===== src/rtl/seq_tx_if.sv =====
// seq_tx load/abort handshake and serial line bundle.
// master drives the load side, slave is the transmitter.
interface seq_tx_if #(
  parameter int W  = 8,
  parameter int RW = 4
);
  logic          load_valid;
  logic          load_ready;
  logic [W-1:0]  pattern;
  logic [RW-1:0] reps;
  logic          abort;
  logic          dout;
  logic          bit_strobe;
  logic          tx_active;
  logic          done;

  modport master (
    output load_valid, pattern, reps, abort,
    input  load_ready, dout, bit_strobe,
    input  tx_active, done
  );

  modport slave (
    input  load_valid, pattern, reps, abort,
    output load_ready, dout, bit_strobe,
    output tx_active, done
  );
endinterface


===== src/rtl/seq_tx.sv =====
// Serial sequence transmitter, LSB-first, reps+1 copies.
// Define SEQ_TX_STUFF_EN to compile in the CAN-style bit stuffer.
module seq_tx #(
  parameter int W  = 8,
  parameter int RW = 4
`ifdef SEQ_TX_STUFF_EN
  ,
  parameter int STUFF_LEN = 5
`endif
) (
  input  logic   clk,
  input  logic   rst,
  seq_tx_if.slave bus
);

  localparam int BW = $clog2(W);

  typedef enum logic [1:0] {
    IDLE  = 2'd0,
    SEND  = 2'd1,
`ifdef SEQ_TX_STUFF_EN
    STUFF = 2'd2,
`endif
    DONE  = 2'd3
  } state_t;

  state_t        state_q;
  logic [W-1:0]  shreg_q;
  logic [BW-1:0] bit_cnt_q;
  logic [RW-1:0] rep_cnt_q;
  logic          dout_q;
  logic          strobe_q;
  logic          active_q;
  logic          done_q;

  logic          last_d;
  logic          fin_d;
  logic          bit_d;
  logic          stuff_d;
  logic [BW-1:0] cnt_d;
  logic [RW-1:0] rep_d;

`ifdef SEQ_TX_STUFF_EN
  localparam int RNW = $clog2(STUFF_LEN + 1);
  logic [RNW-1:0] run_q;
  logic [RNW-1:0] run_d;
`endif

  // bit_cnt_q indexes the bit currently on the line
  always_comb begin
    last_d  = bit_cnt_q == BW'(W - 1);
    fin_d   = last_d && (rep_cnt_q == '0);
    cnt_d   = last_d ? '0 : bit_cnt_q + 1'b1;
    rep_d   = (last_d && rep_cnt_q != '0)
            ? rep_cnt_q - 1'b1 : rep_cnt_q;
    bit_d   = shreg_q[cnt_d];
`ifdef SEQ_TX_STUFF_EN
    stuff_d = (state_q == SEND)
           && (run_q == RNW'(STUFF_LEN));
    run_d   = (bit_d == dout_q)
            ? run_q + 1'b1 : RNW'(1);
`else
    stuff_d = 1'b0;
`endif
  end

  always_ff @(posedge clk or negedge rst) begin
    if (!rst) begin
      state_q   <= IDLE;
      shreg_q   <= '0;
      bit_cnt_q <= '0;
      rep_cnt_q <= '0;
      dout_q    <= 1'b1;
      strobe_q  <= 1'b0;
      active_q  <= 1'b0;
      done_q    <= 1'b0;
`ifdef SEQ_TX_STUFF_EN
      run_q     <= '0;
`endif
    end else begin
      unique case (state_q)
        IDLE: begin
          if (bus.load_valid) begin
            state_q   <= SEND;
            shreg_q   <= bus.pattern;
            rep_cnt_q <= bus.reps;
            bit_cnt_q <= '0;
            dout_q    <= bus.pattern[0];
            strobe_q  <= 1'b1;
            active_q  <= 1'b1;
`ifdef SEQ_TX_STUFF_EN
            run_q     <= RNW'(1);
`endif
          end
        end
        DONE: begin
          state_q <= IDLE;
          done_q  <= 1'b0;
        end
        // SEND, and STUFF when compiled in
        default: begin
          if (bus.abort) begin
            state_q   <= IDLE;
            bit_cnt_q <= '0;
            rep_cnt_q <= '0;
            dout_q    <= 1'b1;
            strobe_q  <= 1'b0;
            active_q  <= 1'b0;
`ifdef SEQ_TX_STUFF_EN
            run_q     <= '0;
`endif
          end else if (stuff_d) begin
`ifdef SEQ_TX_STUFF_EN
            state_q  <= STUFF;
            dout_q   <= ~dout_q;
            strobe_q <= 1'b0;
            run_q    <= RNW'(1);
`endif
          end else if (fin_d) begin
            state_q   <= DONE;
            bit_cnt_q <= '0;
            dout_q    <= 1'b1;
            strobe_q  <= 1'b0;
            active_q  <= 1'b0;
            done_q    <= 1'b1;
`ifdef SEQ_TX_STUFF_EN
            run_q     <= '0;
`endif
          end else begin
            state_q   <= SEND;
            bit_cnt_q <= cnt_d;
            rep_cnt_q <= rep_d;
            dout_q    <= bit_d;
            strobe_q  <= 1'b1;
`ifdef SEQ_TX_STUFF_EN
            run_q     <= run_d;
`endif
          end
        end
      endcase
    end
  end

  assign bus.load_ready = state_q == IDLE;
  assign bus.dout       = dout_q;
  assign bus.bit_strobe = strobe_q;
  assign bus.tx_active  = active_q;
  assign bus.done       = done_q;

endmodule


===== src/flat_wrapper.sv =====
// flat-port wrapper written by rule: the top's interface ports become plain ports
module seq_tx_flat 
#(
  parameter int W  = 8,
  parameter int RW = 4

)
  (clk, rst, bus_load_valid, bus_pattern, bus_reps, bus_abort, bus_load_ready, bus_dout, bus_bit_strobe, bus_tx_active, bus_done);
  seq_tx_if #(.W(W), .RW(RW)) bus_i ();
  input  logic clk;
  input  logic rst;
  input wire logic [$bits(bus_i.load_valid)-1:0] bus_load_valid;
  input wire logic [$bits(bus_i.pattern)-1:0] bus_pattern;
  input wire logic [$bits(bus_i.reps)-1:0] bus_reps;
  input wire logic [$bits(bus_i.abort)-1:0] bus_abort;
  output wire logic [$bits(bus_i.load_ready)-1:0] bus_load_ready;
  output wire logic [$bits(bus_i.dout)-1:0] bus_dout;
  output wire logic [$bits(bus_i.bit_strobe)-1:0] bus_bit_strobe;
  output wire logic [$bits(bus_i.tx_active)-1:0] bus_tx_active;
  output wire logic [$bits(bus_i.done)-1:0] bus_done;
  assign bus_i.load_valid = bus_load_valid;
  assign bus_i.pattern = bus_pattern;
  assign bus_i.reps = bus_reps;
  assign bus_i.abort = bus_abort;
  assign bus_load_ready = bus_i.load_ready;
  assign bus_dout = bus_i.dout;
  assign bus_bit_strobe = bus_i.bit_strobe;
  assign bus_tx_active = bus_i.tx_active;
  assign bus_done = bus_i.done;
  seq_tx #(.W(W), .RW(RW)) u_core (.clk(clk), .rst(rst), .bus(bus_i));
endmodule

===== config.mk =====
export PLATFORM = sky130hd
export DESIGN_NAME = seq_tx_flat
export DESIGN_NICKNAME = d
export VERILOG_FILES = /design/src/rtl/seq_tx_if.sv /design/src/rtl/seq_tx.sv /design/src/flat_wrapper.sv
export SDC_FILE = /design/constraint.sdc
export NUM_CORES = 1
export LEC_CHECK = 0
export ABC_CLOCK_PERIOD_IN_PS = 5200
export CAP_MARGIN = 10
export CORE_UTILIZATION = 40
export CTS_CLUSTER_DIAMETER = 100
export DETAILED_ROUTE_END_ITERATION = 10
export SETUP_SLACK_MARGIN = 0.5
export SLEW_MARGIN = 30
export SYNTH_ARGS = -nofsm -noshare
export SYNTH_HDL_FRONTEND = slang
export SYNTH_SLANG_ARGS = --single-unit

===== constraint.sdc =====
create_clock -name clk -period 5.2 [get_ports clk]
set_input_delay 1.56 -clock clk [delete_from_list [all_inputs] [get_ports clk]]
set_output_delay 1.56 -clock clk [all_outputs]
set_load 0.005 [all_outputs]

==> results.cfg, run 1 <==
[placement]
dp.cells = 157
io_buffers = 20
hpwl_um = 1650
gp_congestion = 0.793
dpl_worst_slack_ns = 2.01

[layout]
regArea_um2 = 527
fillers = 250
drive_gt1_share_pct = 13.7
instances_no_fill = 161
multi_input_comb_area_um2 = 544
synthToLayoutAreaGrowth_pct = 21.1
nNetsFinal = 154
antennaDiodeCount = 0

[route]
firstDrtPassIters = 4
totalWireLength_um = 2210
drtIter0Drc = 13
wl_per_cell_um = 13.7
drc = 0
viasPerCell = 5.34
num_vias = 860
drtAntennaViolNets = 0

[clock_tree]
cts_root_buf = clkbuf_4
ctsResizeCount = 0
holdBufCountCts = 0
cts_setup_buffers = 0
htreeDepth = 1
clk_latency_ns = 0.30
numCtsBuffers = 3
clkTransAtPathRegs_ns = 0.12
ctsLongestPathBuffers = 2
tritoncts = yes
cts_num_sinks = 21

[floorplanning]
core_area_um2 = 2570
die_x_um = 55.2
rows = 18
initial_core_util_pct = 44.1
die_h_um = 55.2
pin_count = 21
dieArea_um2 = 3050

[worst_setup_path]
worstSetupPathType = register to primary output
cp_num_buf_inv = 2
cp_slowest_stage_delay_ns = 0.59
cp_slowest_cell = clkdlybuf4s50_1
cp-start-kind = register
crit_path_cell_trace = inv_1 -> ha_1 -> clkdlybuf4s50_1
crit_fanout = 12
end_kind = primary output
arrival_ns = 1.82
required_ns = 3.64
cp_top_family = buffers and inverters

[logic_synthesis]
synth_edf_count = 0
synth_nets = 132
async_flop_share_pct = 100
ys.flop_type = dfrtp_1
synth_seq_cells = 21
yosysSeqAreaShare_pct = 46.5
yosysWarnings = 0
synth.area.top_cells = dfrtp_1 44%, mux2_2 8.0%, ha_1 6.6%
synthCells = 110
yosysTopAreaCellShare_pct = 44.2
yosysTopAreaCell = dfrtp_1
yosysUniqueCellTypes = 37
syn_area_um2 = 1130
avgSynthCellArea_um2 = 10.3

[sta]
fmax_mhz = 296
slew_viol_final = 0
rsz0062_at_grt = false
worst_slack_ns = 1.82
period_needed_ns = 3.38
min_period_over_period_pct = 65.0
setup_viol = 0
setup_tns_ns = 0
tightest_slew_ns = 0.783
skew_ns = 0.00179
hold_violations = 0
relSlewSlack_pct = 47.5

[grt]
overflow = 0
grt_usage_pct = 16.9
antenna_found_initial = 0
grt_pass1_vias = 880
grt_pass1_wl_um = 4060
grt_max_degree = 22

[job]
cap_viol_max_count = 0

[run_status]
status = finished clean

[power]
powerDensity_nw_per_um2 = 481
leakage_nw = 0.593
irDropWorstVdd_v = 0.000233

[min_path]
hold_class = register to register
[metal layers]
layer,share of wire [%],up-vias,global-route usage [%],routed length [um]
li1,-,442,-,-
met1,52,402,24.5,1150
met2,43,12,24.8,959
met3,2.8,4,2.58,62
met4,1.5,0,7.50,34
met5,0,-,0,0
[cell usage in the layout (no fill, tap or decap), types with 2 or more instances in the layout]
| master | count |
|---|---|
| a21oi_1 | 9 |
| nand2_1 | 6 |
| o31ai_1 | 2 |
| clkbuf_4 | 3 |
| ha_1 | 6 |
| or3_1 | 2 |
| a2111oi_0 | 2 |
| nor2_1 | 8 |
| o221ai_1 | 3 |
| nor3_1 | 2 |
| dfrtp_1 | 20 |
| o21ai_1 | 3 |
| inv_1 | 10 |
| nand2b_1 | 2 |
| clkdlybuf4s50_1 | 19 |
| o21ai_0 | 4 |
| mux2_2 | 8 |
[cell usage after synthesis (all sizes together), types with 2 or more instances]
master	n
a2111oi	2
mux2	9
a21oi	10
nor3	2
inv	11
buf	3
or3	2
o31ai	2
dfrtp	20
nor2	9
or2	2
nand2b	2
nand2	6
o221ai	3
o21ai	7
ha	6
[logic make-up after synthesis]
| family | count (synthesis) | synth area share, % |
|---|---|---|
| fa+ha+maj | 6 | 6.63 |
| compound gates | 32 | 18.9 |
| mux | 9 | 8.95 |
| flops | 21 | 46.5 |
| buf+inv | 14 | 5.41 |
| simple gates | 28 | 13.6 |
[worst paths after layout]
path	startpoint	to	slack, ns	cells past startpoint
max in group asynchronous	rst	u_core.bus.dout	3.66	1
setup / recovery	u_core.state_q[0]	bus_load_ready	1.82	3
hold reg to reg	u_core.shreg_q[7]	u_core.shreg_q[7]	0.52	1
min in group asynchronous	rst	u_core.rep_cnt_q[1]	1.19	1
setup reg to reg	u_core.state_q[0]	u_core.rep_cnt_q[2]	3.07	6
hold / removal	u_core.shreg_q[7]	u_core.shreg_q[7]	0.52	1
[sequential cells by signal, indices dropped and copies added, names as in the netlist]
name / cells
u_core.bit_cnt_q: 3
u_core.bus.bit_strobe: 1
u_core.bus.done: 1
u_core.bus.dout: 1
u_core.bus.tx_active: 1
u_core.rep_cnt_q: 4
u_core.shreg_q: 8
u_core.state_q: 2
[report_power, final]
part	internal, mW	leakage (nW)	total [mW]	switching, mW
Sequential	0.234	0.258	0.283	0.0486
Clock	0.0299	0.0150	0.0801	0.0502
Combinational	0.155	0.320	0.297	0.142
Total	0.419	0.593	0.659	0.241
[stage by stage]
stage	hold WS [ns]	cell area (um^2)	total power [mW]	utilization, %
5_1_grt	0.536	1370	0.728	53.4
3_5_place_dp	0.492	1350	0.585	52.6
6_report	0.520	1370	0.659	53.4
2_1_floorplan	0.453	1130	0.493	-
3_3_place_gp	0.485	1350	0.579	52.6
4_1_cts	0.520	1380	0.668	53.6
[layout make-up]
cell class / instances / share of cell area [%]
Inverter: 11 / 3.01
Clock buffer: 4 / 1.92
Multi-Input combinational cell: 75 / 39.7
Tap cell: 30 / 2.74
Timing Repair Buffer: 20 / 14.2
Sequential cell: 21 / 38.4
(Power assumes the default switching activity.)
==> inputs of run 2 (changes only) <==
Settings changed: ABC_CLOCK_PERIOD_IN_PS 5200 to 3230.
Clock period 5.2 ns to 3.23 ns, I/O delays scaled along.
==> run 2 against run 1 <==
Net effect:
- design area increased by 1.6%
- clock power increased by 57%
- sequential share of layout area down 0.62 points
- sequential power increased by 60%
- cell count grew 1.2%
- critical path type unchanged
- highest routed layer unchanged
==> results.cfg, run 2 (synthesis results as in run 1) <==
[sta]
min_period_over_period_pct = 81.2
rsz0062_at_grt = false
tightest_slew_ns = 0.441
fmax_mhz = 381
period_needed_ns = 2.62
setup_viol = 0
fin_hold_ws_ns = 0.511
worst_slack_ns = 0.606
relSlewSlack_pct = 69.8
skew_ns = 0.0103
setup_tns_ns = 0
slew_viol_final = 0
hold_violations = 0

[worst_setup_path]
crit_path_cell_trace = inv_1 -> ha_2 -> clkdlybuf4s50_1
worstSetupPathType = register to primary output
arrival_ns = 1.66
cp_slowest_cell = clkdlybuf4s50_1
end_kind = primary output
cp-start-kind = register
required_ns = 2.26
rr_worst_depth = 6
crit_fanout = 12
cp_slowest_stage_delay_ns = 0.55

[clock_tree]
clkTransAtPathRegs_ns = 0.12
tritoncts = yes
clk_latency_ns = 0.30
numCtsBuffers = 3
cts_num_sinks = 21
htreeDepth = 1
ctsLongestPathBuffers = 2
holdBufCountCts = 0
cts_setup_buffers = 0
cts_root_buf = clkbuf_4
ctsResizeCount = 1

[floorplanning]
die_x_um = 55.2
core_area_um2 = 2570
initial_core_util_pct = 44.1
die_h_um = 55.2
pin_count = 21
rows = 18
dieArea_um2 = 3050

[placement]
gp_congestion = 0.798
hpwl_um = 1610
dpl_worst_slack_ns = 0.632
io_buffers = 20
place_area_um2 = 1370

[route]
drtIter0Drc = 15
drtAntennaViolNets = 0
viasPerCell = 5.43
totalWireLength_um = 2240
firstDrtPassIters = 4
wl_per_cell_um = 13.8
num_vias = 885
drc = 0

[grt]
antenna_found_initial = 0
grt_usage_pct = 16.2
grt_pass1_vias = 869
overflow = 0
busiest_layer = met2
grtUsageMet3_pct = 4.22
grt.met2_usage_pct = 24.3
grt_max_degree = 22
grt_pass1_wl_um = 3970
use_met1_pct = 23.6

[layout]
fin_area_um2 = 1390
top_regs = u_core.shreg_q x8, u_core.rep_cnt_q x4, u_core.bit_cnt_q x3
fillers = 257
antennaDiodeCount = 0
final_cell_mix = 20 x clkdlybuf4s50_1, 20 x dfrtp_1, 10 x inv_1
drive_gt1_share_pct = 15.0
synthToLayoutAreaGrowth_pct = 23.1
top_register = u_core.shreg_q
largest_reg_flops = 8
nNetsFinal = 156
fin_util_pct = 54.3
regArea_um2 = 527
multi_input_comb_area_um2 = 547

[min_path]
min_path_cells = 2
hold_class = register to register

[power]
switching_share_pct = 36.1
pwr-share-clk_pct = 11.7
power_frac_seq_pct = 42.5
internal_power_mw = 0.683
leakage_nw = 0.602
irDropWorstVdd_v = 0.000486
power_frac_comb_pct = 45.8
power.net_switching_mw = 0.387
powerDensity_nw_per_um2 = 768

[job]
cap_viol_max_count = 0

[run_status]
status = finished clean
==> run 2: cell types whose count changed in the layout (fill, tap and decap cells not counted), sizes merged <==
cell           delta
buf               +1
clkdlybuf4s50     +1
==> run 2: final timing paths <==
| path | slack, ns | start | end |
|---|---|---|---|
| min in group asynchronous | 1.00 | rst | u_core.bus.done |
| min reg2reg | 0.51 | u_core.bit_cnt_q[2] | u_core.bit_cnt_q[2] |
| min | 0.51 | u_core.bit_cnt_q[2] | u_core.bit_cnt_q[2] |
| max | 0.61 | u_core.state_q[0] | bus_load_ready |
| max in group asynchronous | 1.96 | rst | u_core.bus.dout |
| max reg2reg | 1.32 | u_core.bit_cnt_q[0] | u_core.bus.dout |
==> run 2: routing by layer <==
metal / share of wire [%] / wire [um]
met5: 0 / 0
met1: 51 / 1150
met2: 44 / 996
met4: 0.94 / 21
met3: 3.3 / 73
==> run 2: area by class of cell <==
cell class	instances	share of cell area, %
flip-flops and latches	21	37.8
clock buffers	4	1.89
inverters	11	2.96
well taps	30	2.69
multi-input cells	75	39.2
repair buffers	22	15.4
==> run 2: power by group through the flow <==
stage | logic [mW] | registers [mW] | clock network, mW
after floorplan | 0.355 | 0.438 | 0
after global placement | 0.479 | 0.457 | 0
after detailed placement | 0.485 | 0.459 | 0
after CTS | 0.493 | 0.454 | 0.133
after global routing | 0.555 | 0.469 | 0.144
final | 0.490 | 0.454 | 0.126
==> run 2: worst max-delay path, delay by kind of cell (launching register included) <==
family | cells | cell delay [ns]
buffers and inverters | 2 | 0.64
DFF | 1 | 0.39
adders and majority gates | 1 | 0.33
==> run 2: per-stage QoR <==
step / total power [mW] / instances
4_1_cts: 1.08 / 163
2_1_floorplan: 0.793 / 110
6_report: 1.07 / 163
3_5_place_dp: 0.944 / 159
5_1_grt: 1.17 / 163
3_3_place_gp: 0.936 / 159
